--- config.mk ---
export PLATFORM = sky130hd
export DESIGN_NAME = uart_tx_ctrl
export DESIGN_NICKNAME = d
export VERILOG_FILES = /design/src/rtl/uart_pkg.sv /design/src/rtl/uart_tx_fifo.sv /design/src/rtl/uart_tx_ctrl.sv
export SDC_FILE = /design/constraint.sdc
export NUM_CORES = 1
export LEC_CHECK = 0
export ABC_AREA = 0
export CORE_ASPECT_RATIO = 1.2
export CORE_MARGIN = 2
export CORE_UTILIZATION = 41
export DETAILED_ROUTE_END_ITERATION = 12
export PLACE_DENSITY = 0.68
export SYNTH_ARGS = -nofsm -noshare
export SYNTH_HDL_FRONTEND = slang
export SYNTH_SLANG_ARGS = --single-unit
--- constraint.sdc ---
create_clock -name clk -period 2.6 [get_ports clk]
set_input_delay 0.52 -clock clk [delete_from_list [all_inputs] [get_ports clk]]
set_output_delay 0.52 -clock clk [all_outputs]
set_load 0.01 [all_outputs]
--- src/rtl/uart_pkg.sv ---
// Shared types and constants for the UART transmitter.
package uart_pkg;

  typedef enum logic [1:0] {
    IDLE,
    START,
    DATA,
    STOP
  } tx_state_t;

  localparam int DEFAULT_CLKS_PER_BIT = 434;
  localparam int FRAME_BITS           = 10;

endpackage

--- src/rtl/uart_tx_fifo.sv ---
// Small byte FIFO feeding the transmitter. Head is read combinationally so
// the FSM can load the shift register on the same edge it pops.
module uart_tx_fifo #(
  parameter int DEPTH = 4,
  parameter int WIDTH = 8
) (
  input  logic                     clk,
  input  logic                     rst,
  input  logic                     push,
  input  logic                     pop,
  input  logic [WIDTH-1:0]         wdata,
  output logic [WIDTH-1:0]         rdata,
  output logic [$clog2(DEPTH):0]   count,
  output logic                     full,
  output logic                     empty
);

  localparam int AW = $clog2(DEPTH);

  logic [WIDTH-1:0] mem [DEPTH];
  logic [AW-1:0]    wptr;
  logic [AW-1:0]    rptr;
  logic             do_push;
  logic             do_pop;

  // Fullness/emptiness are pre-edge values, so a push into a full FIFO is
  // dropped even when a pop happens on the same edge.
  assign do_push = push & ~full;
  assign do_pop  = pop & ~empty;

  assign full  = (count == (AW+1)'(DEPTH));
  assign empty = (count == '0);
  assign rdata = mem[rptr];

  // Storage write; contents need no reset since count gates every read.
  always_ff @(posedge clk) begin
    if (do_push) mem[wptr] <= wdata;
  end

  // Pointers wrap naturally at DEPTH (power of two); count tracks occupancy.
  always_ff @(posedge clk or posedge rst) begin
    if (rst) begin
      wptr  <= '0;
      rptr  <= '0;
      count <= '0;
    end else begin
      if (do_push) wptr <= wptr + 1'b1;
      if (do_pop)  rptr <= rptr + 1'b1;
      case ({do_push, do_pop})
        2'b10:   count <= count + 1'b1;
        2'b01:   count <= count - 1'b1;
        default: count <= count;
      endcase
    end
  end

endmodule

--- src/rtl/uart_tx_ctrl.sv ---
// Store-path UART transmitter: FIFO-buffered bytes serialised as 8N1 frames.
module uart_tx_ctrl
  import uart_pkg::*;
#(
  parameter int CLKS_PER_BIT = DEFAULT_CLKS_PER_BIT,
  parameter int FIFO_DEPTH   = 4
) (
  input  logic                          clk,
  input  logic                          rst,
  input  logic                          uart_wr,
  input  logic [7:0]                    uart_wdata,
  output logic                          tx,
  output logic                          tx_busy,
  output logic                          fifo_full,
  output logic [$clog2(FIFO_DEPTH):0]   fifo_count
);

  localparam int BW = (CLKS_PER_BIT > 1) ? $clog2(CLKS_PER_BIT) : 1;
  localparam logic [BW-1:0] BAUD_LAST = BW'(CLKS_PER_BIT - 1);

  tx_state_t     state, state_n;
  logic [BW-1:0] baud_cnt, baud_n;
  logic [2:0]    bit_idx, bit_n;
  logic [7:0]    shift, shift_n;
  logic          tx_q, tx_n;
  logic          pop;
  logic          bit_done;
  logic [7:0]    head;
  logic          fifo_empty;

  uart_tx_fifo #(
    .DEPTH (FIFO_DEPTH),
    .WIDTH (8)
  ) u_fifo (
    .clk   (clk),
    .rst   (rst),
    .push  (uart_wr),
    .pop   (pop),
    .wdata (uart_wdata),
    .rdata (head),
    .count (fifo_count),
    .full  (fifo_full),
    .empty (fifo_empty)
  );

  assign bit_done = (baud_cnt == BAUD_LAST);
  assign tx       = tx_q;
  assign tx_busy  = (state != IDLE) | (fifo_count != '0);

  // State register.
  always_ff @(posedge clk or posedge rst) begin
    if (rst) state <= IDLE;
    else     state <= state_n;
  end

  // Datapath registers; tx is registered so no input reaches the pin combinationally.
  always_ff @(posedge clk or posedge rst) begin
    if (rst) begin
      baud_cnt <= '0;
      bit_idx  <= '0;
      shift    <= '0;
      tx_q     <= 1'b1;
    end else begin
      baud_cnt <= baud_n;
      bit_idx  <= bit_n;
      shift    <= shift_n;
      tx_q     <= tx_n;
    end
  end

  // Next-state and next line value. tx_n is the level for the cycle that
  // starts at the coming edge, so each branch looks one bit ahead.
  always_comb begin
    state_n = state;
    baud_n  = baud_cnt + 1'b1;
    bit_n   = bit_idx;
    shift_n = shift;
    tx_n    = tx_q;
    pop     = 1'b0;
    case (state)
      IDLE: begin
        baud_n = '0;
        tx_n   = 1'b1;
        if (!fifo_empty) begin
          pop     = 1'b1;
          shift_n = head;
          bit_n   = '0;
          state_n = START;
          tx_n    = 1'b0;
        end
      end
      START: begin
        tx_n = 1'b0;
        if (bit_done) begin
          baud_n  = '0;
          state_n = DATA;
          tx_n    = shift[0];
        end
      end
      DATA: begin
        tx_n = shift[0];
        if (bit_done) begin
          baud_n  = '0;
          shift_n = shift >> 1;
          bit_n   = bit_idx + 1'b1;
          if (bit_idx == 3'd7) begin
            state_n = STOP;
            tx_n    = 1'b1;
          end else begin
            tx_n = shift[1];
          end
        end
      end
      STOP: begin
        tx_n = 1'b1;
        if (bit_done) begin
          baud_n = '0;
          // Chain straight into the next frame when more data is waiting.
          if (!fifo_empty) begin
            pop     = 1'b1;
            shift_n = head;
            bit_n   = '0;
            state_n = START;
            tx_n    = 1'b0;
          end else begin
            state_n = IDLE;
          end
        end
      end
      default: begin
        state_n = IDLE;
        baud_n  = '0;
        tx_n    = 1'b1;
      end
    endcase
  end

endmodule
==> results of run 1 <==
[kinds of logic (layout without fill, tap and decap cells)]
| group | count (synthesis) | count (layout) |
|---|---|---|
| buffers and inverters | 18 | 49 |
| DFF | 62 | 62 |
| AOI/OAI and AO/OA | 13 | 13 |
| adders and majority gates | 15 | 15 |
| and+or+nand+nor | 45 | 45 |
| muxes | 27 | 27 |
| xor gates and xnor gates | 13 | 13 |
[state kept, by name, indices dropped and copies added (netlist names)]
signal and count:
baud_cnt 9, u_fifo.count 3, state 2, u_fifo.wptr 2, bit_idx 3, u_fifo.mem 32, shift 8, tx 1
u_fifo.rptr 2
[power by group]
group,switching [mW],internal (mW)
combinational,0.625,0.767
clock,0.394,0.350
sequential,0.224,1.34
total,1.24,2.46
[cells in the final DEF, fill, tap and decap left out, drive strengths merged, types with 4 or more instances in the layout]
cell type      instances
xor2                   5
buf                    4
clkbuf                10
nand3                  4
nor2                  16
mux4                   8
and2                   4
inv                   13
xnor2                  8
edfxtp                32
mux2                  18
dfrtp                 29
nand2                  6
clkdlybuf4s50         16
ha                    14
[worst reg2reg max path: stages, from the launching register on]
cell and delay [ns]:
dfrtp_1 0.41, inv_1 0.06, ha_1 0.14, nand4b_1 0.17, nor3_1 0.28, o21a_1 0.19
ha_1 0.19, inv_1 0.06, fa_1 0.37, xor2_1 0.15, nor2_1 0.11, xor2_1 0.15
[metal layers]
metal / track usage [%] / vias up
met2: 22.64 / 14
met5: 0 / -
met4: 8.898 / 0
li1: - / 750
met1: 15.95 / 739
met3: 3.409 / 9
[how the worst max path moves through the flow]
stage / from / to / slack [ns] / cells after the start
2_1_floorplan: baud_cnt[1] / u_fifo.count[2] / 0.47 / 11
3_3_place_gp: baud_cnt[1] / u_fifo.count[2] / 0.32 / 11
3_5_place_dp: baud_cnt[1] / u_fifo.count[2] / 0.25 / 11
4_1_cts: baud_cnt[1] / u_fifo.count[2] / 0.23 / 11
5_1_grt: baud_cnt[1] / u_fifo.count[2] / 0.02 / 11
6_report: baud_cnt[1] / u_fifo.count[2] / 0.25 / 11
[layout make-up]
type                            count  share of cell area, %
Multi-Input combinational cell    113                  31.99
Timing Repair Buffer               20                  5.782
Inverter                           13                  1.483
Sequential cell                    62                  52.07
Clock buffer                       10                  3.880
Clock inverter                      6                  1.483
Tap cell                           87                  3.309
==> impl_results.md, run 1 <==
* Post-CTS setup buffers at 0
* Post-synth EDFFs at 32
* Drt wl/cell at 14.25 um
* Setup TNS at 0 ns
* Setup repair after global routing missed its margin: false
* Largest family of logic cells by synthesized area: multiplexers
* CTS tree: yes
* Routed metal-1 wire length at roughly 1900 um
* Most common cell in the netlist: edfxtp_1
* CTS Sinks at 62
* Post-Place Setup Slack at 0.2475 ns
* Top cells by count, synth: edfxtp_1, dfrtp_1, mux2_2, nor2_1, ha_1
* Port Buffers at 16
* Largest stage delay, worst path at 0.41 ns
* Startpoint type of the worst setup path: register
* Detailed Place HPWL at 3011 um
* WP data required at 2.87 ns
* Delay-heaviest family, CP: adder cells
* Syn avg cell area at 14.74 sq um
* RR Startpoint: baud_cnt[1]
* Synth Area in Compound Gates at about 3.7%
* Pin count of the biggest net entering global routing at 31
* Design Area, Final at 3289 sq um
* Ys async rst share at 48.39%
* Starting density of the core at 42.02%
* Post-synthesis adder-cell area fraction at 6.860%
* Cts bufs inserted at 9
* Count of final setup violators at 0
* Top-Level Pins at 17
* Final WL at about 4400 um
* Routed vias at ~1500
* Met3 WL at 97 um
* Fin. Hold Viols at 0
* Min cycle time layout at around 2.4 ns
* Yosys cell types at 40
* Post-Syn Instances at 193
* Multi-input logic area at 1052 sq um
* Core box area at 6771 sq um
* Top layer in use: met4
* Hold Path Depth at 1
* Critical path buffers and inverters at 2
* Met2 routed WL at 2264 um
* Root Buffer: clkbuf_8
* Post-CTS Resized at 0
* Mapped cell area at 2845 sq um
* Critical-path cell list: inv_1, ha_1, nand4b_1, nor3_1, o21a_1, ha_1, inv_1, fa_1, xor2_1, nor2_1, xor2_1
* Grt ovf at 0
* Routed Antenna Nets at 0
* Die W at around 80 um
* Setup Skew at 0.004373 ns
* Drt via density at 4.862
* FF-to-FF path depth at 11
* Fin util at 48.58%
* Final cell count without fillers at 311
* Fillers at 612
* HP Class: register to register
* Gpl congestion at 0.7735
* ANT cells at 0
* Worst Path Max Fanout at 4
* Cells after DPL at about 300
* Cts hold-fix bufs at 0
* Seq/Total Area, Yosys at 60.20%
* Register-to-register setup slack at 0.25 ns
* Highest Clock Rate at between 400 and 500 MHz
* Layout Nets at 245
* Max Slew Vio Count at 0
* Multiplexer share of the synthesized area at 13.81%
* Largest area contributor in the netlist: edfxtp_1
* Worst Hold Slack at 0.5016 ns
* Top-area cell type share of the netlist area at 33.77%
* Clock-pin slew on the worst setup and hold paths at 0.07 ns
* Hold path start: shift[7]
* Vias in the first global route at ~1600
* Leak Pwr at ~1.3 nW
* Cell Rows at 33
* Initial DRC count at 62
* Antenna violations before repair at 0
* First-pass detailed-route iteration total at 4
* Clock Latency Late Sink at 0.34 ns
* DR DRC count at 0
* Critical path's slowest cell: dfrtp_1
* Die Y at roughly 95 um
* Syn-to-layout area delta at 15.61%
* Final WS setup at 0.2479 ns
* Post-Synthesis Net Count at between 200 and 250
* Placed cell areas at between 3000 and 4000 sq um
* Synth Area in XOR/XNOR at 4.002%
* Power density over the cells at 1126 nW/um^2
* Setup Crit Path Kind: register to register
* Share of cells above drive strength 1 at about 22%
* GRT Total Usage at roughly 14%
* Clock Path Buffers at 2
* Status: completed
* WP data arrival at 2.62 ns
* CP endpoint kind: register
* Worst-Margin Slew at roughly 0.60 ns
* Worst rel slew slack at 59.72%
* R2r endpoint: u_fifo.count[2]
* Worst VDD drop at 0.4770 mV
* Total power at 3.702 mW
* Synth area leaders: edfxtp_1, dfrtp_1, mux2_2
* Ys flop type: edfxtp_1
* Final period utilization at 90.47%
* Max-cap viol count at 0
* CTS H-tree lvls at 3
* Register area at approximately 1700 sq um
* Hold endpoint: shift[7]
* Global-route wire length before repair at 7596 um
* Simple-Gate Fraction of Synth Area at 8.575%
* Ys Warns at 0
* Die Footprint at ~7600 sq um
* FF+latch count, synth at 62
Note: power is estimated with default switching activity, not from simulation.
==> inputs of run 2 (changes only) <==
--- a/config.mk
+++ b/config.mk
@@ -6,7 +6,7 @@
 export NUM_CORES = 1
 export LEC_CHECK = 0
 export ABC_AREA = 0
-export CORE_ASPECT_RATIO = 1.2
+export CORE_ASPECT_RATIO = 1.4
 export CORE_MARGIN = 2
 export CORE_UTILIZATION = 41
 export DETAILED_ROUTE_END_ITERATION = 12
==> run 2 against run 1 <==
Largest cell class unchanged; clock skew up 0.0069 ns; register-to-register slack better by 0.05 ns; worst hold slack worse by 0.0040 ns; sequential share of layout area decreased by 0.74 points; routed wire length down 1.5%; setup slack better by 0.054 ns; critical endpoint unchanged; clock power up 22%.
==> impl_results.md, run 2 (same netlist as run 1, synthesis figures left out) <==
* Max Slew Vio Count at 0 (unchanged)
* Die Footprint at 7631 sq um (was 7625 sq um)
* Final WL at 4366 um (was 4432 um)
* Max-cap viol count at 0 (unchanged)
* Grt ovf at 0 (unchanged)
* Clock Path Buffers at 2 (unchanged)
* Max FFs per register at 32 (unchanged)
* Die Y at 102.6 um (was 95.26 um)
* Design Area, Final at 3337 sq um (was 3289 sq um)
* Clock-pin slew on the worst setup and hold paths at 0.07 ns (about the same)
* Worst VDD drop at 0.6138 mV (was 0.4770 mV)
* Status: completed (unchanged)
* Die W at 74.41 um (was 80.05 um)
* Power density over the cells at 1150 nW/um^2 (was 1126 nW/um^2)
* WP data arrival at 2.57 ns (was 2.62 ns)
* Detailed Place HPWL at 3049 um (was 3011 um)
* Root Buffer: clkbuf_8 (unchanged)
* Clock Latency Late Sink at 0.34 ns (about the same)
* Drt via density at 4.854 (was 4.862)
* Setup Skew at 0.01123 ns (was 0.004373 ns)
* Delay-heaviest family, CP: adder cells (unchanged)
* Critical path's slowest cell: dfrtp_1 (unchanged)
* Critical path buffers and inverters at 2 (unchanged)
* Commonest non-fill, non-tap cell in the layout: edfxtp_1 (unchanged)
* Critical-path cell list: inv_1, ha_1, nand4b_1, nor3_2, o21a_1, ha_1, inv_1, fa_1, xor2_1, nor2_1, xor2_1 (was inv_1, ha_1, nand4b_1, nor3_1, o21a_1, ha_1, inv_1, fa_1, xor2_1, nor2_1, xor2_1)
* Count of final setup violators at 0 (unchanged)
* Cell Rows at 35 (was 33)
* CTS Sinks at 62 (unchanged)
* HP Class: register to register (unchanged)
* CTS H-tree lvls at 3 (unchanged)
* Setup TNS at 0 ns (unchanged)
* Min cycle time layout at 2.298 ns (was 2.352 ns)
* GRT Total Usage at 13.72% (was 13.75%)
* Startpoint type of the worst setup path: register (unchanged)
* Vias in the first global route at 1630 (was 1592)
* Gpl congestion at 0.7718 (was 0.7735)
* Worst rel slew slack at 61.45% (was 59.72%)
* Routed vias at 1534 (was 1512)
* Routed Antenna Nets at 0 (unchanged)
* Top reg by flops: u_fifo.mem (unchanged)
* Post-Place Setup Slack at 0.2371 ns (was 0.2475 ns)
* Fillers at 597 (was 612)
* Final WS setup at 0.3016 ns (was 0.2479 ns)
* Placed cell areas at 3119 sq um (was 3113 sq um)
* Worst-Margin Slew at 0.5782 ns (was 0.6041 ns)
* Fin util at 50.13% (was 48.58%)
* Final period utilization at 88.40% (was 90.47%)
* Largest regs: u_fifo.mem x32, baud_cnt x9, shift x8 (unchanged)
* Worst Hold Slack at 0.4976 ns (was 0.5016 ns)
* Cts bufs inserted at 9 (unchanged)
* ANT cells at 0 (unchanged)
* Antenna violations before repair at 0 (unchanged)
* Port Buffers at 16 (unchanged)
* Worst Path Max Fanout at 4 (unchanged)
* Top-Level Pins at 17 (unchanged)
* Leak Pwr at 1.307 nW (was 1.283 nW)
* CTS tree: yes (unchanged)
* Syn-to-layout area delta at 17.28% (was 15.61%)
* Fin. Hold Viols at 0 (unchanged)
* Setup repair after global routing missed its margin: false (unchanged)
* Global-route wire length before repair at 7562 um (was 7596 um)
* Drt wl/cell at 13.82 um (was 14.25 um)
* Final cell count without fillers at 316 (was 311)
* WP data required at 2.87 ns (about the same)
* Starting density of the core at 42.74% (was 42.02%)
* Core box area at 6656 sq um (was 6771 sq um)
* Setup Crit Path Kind: register to register (unchanged)
* Largest stage delay, worst path at 0.40 ns (was 0.41 ns)
* Commonest non-fill, non-tap cells in the layout: edfxtp_1, dfrtp_1, mux2_2, clkdlybuf4s50_1, nor2_1 (unchanged)
* Initial DRC count at 54 (was 62)
* Total power at 3.838 mW (was 3.702 mW)
* CP endpoint kind: register (unchanged)
* Layout Nets at 245 (unchanged)
* DR DRC count at 0 (unchanged)
* Share of cells above drive strength 1 at 22.32% (was 21.88%)
* Highest Clock Rate at 435.1 MHz (was 425.1 MHz)
* Cells after DPL at 300 (was 295)
* Pin count of the biggest net entering global routing at 31 (unchanged)
* First-pass detailed-route iteration total at 4 (unchanged)
==> run 2: cell types whose count changed in the layout (fill, tap and decap cells not counted) <==
cell,change
nor3_2,+1
clkinv_1,+1
clkinv_2,+2
clkinv_4,-3
nor3_1,-1
bufinv_16,+2
clkinvlp_4,-1
clkbuf_1,-1
==> run 2: metal layers <==
layer	vias up	GRT usage, %	routed length [um]
met3	11	3.226	105
li1	750	-	-
met2	19	22.19	2267
met1	754	16.46	1859
met5	-	0	0
met4	0	8.379	134
==> run 2: report_power, final <==
part	leakage (nW)	internal, mW	switching [mW]
registers	0.666	1.34	0.218
clock network	0.103	0.532	0.372
logic	0.538	0.766	0.607
==> run 2: cell type report <==
cell class,count,area [sq um],share of cell area (%)
multi-input cells,113,1057,31.68
clock inverters,7,88.84,2.662
clock buffers,9,123.9,3.712
inverters,13,48.80,1.462
repair buffers,20,190.2,5.699
well taps,92,115.1,3.450
flip-flops and latches,62,1713,51.33
==> run 2: final timing paths <==
| kind | cells past startpoint | from | slack [ns] | endpoint |
|---|---|---|---|---|
| max | 11 | baud_cnt[1] | 0.30 | u_fifo.count[2] |
| min | 1 | shift[7] | 0.50 | shift[7] |
| max in group asynchronous | 3 | rst | 1.71 | tx |
| max reg2reg | 11 | baud_cnt[1] | 0.30 | u_fifo.count[2] |
| min in group asynchronous | 3 | rst | 0.57 | shift[5] |
| min reg2reg | 1 | shift[7] | 0.50 | shift[7] |
==> run 2: what timing repair did <==
item | CTS | global route
setup endpoints to repair | 0 | 1
buffers inserted | 0 | 0
gates resized for setup | 0 | 1
hold buffers | 0 | 0
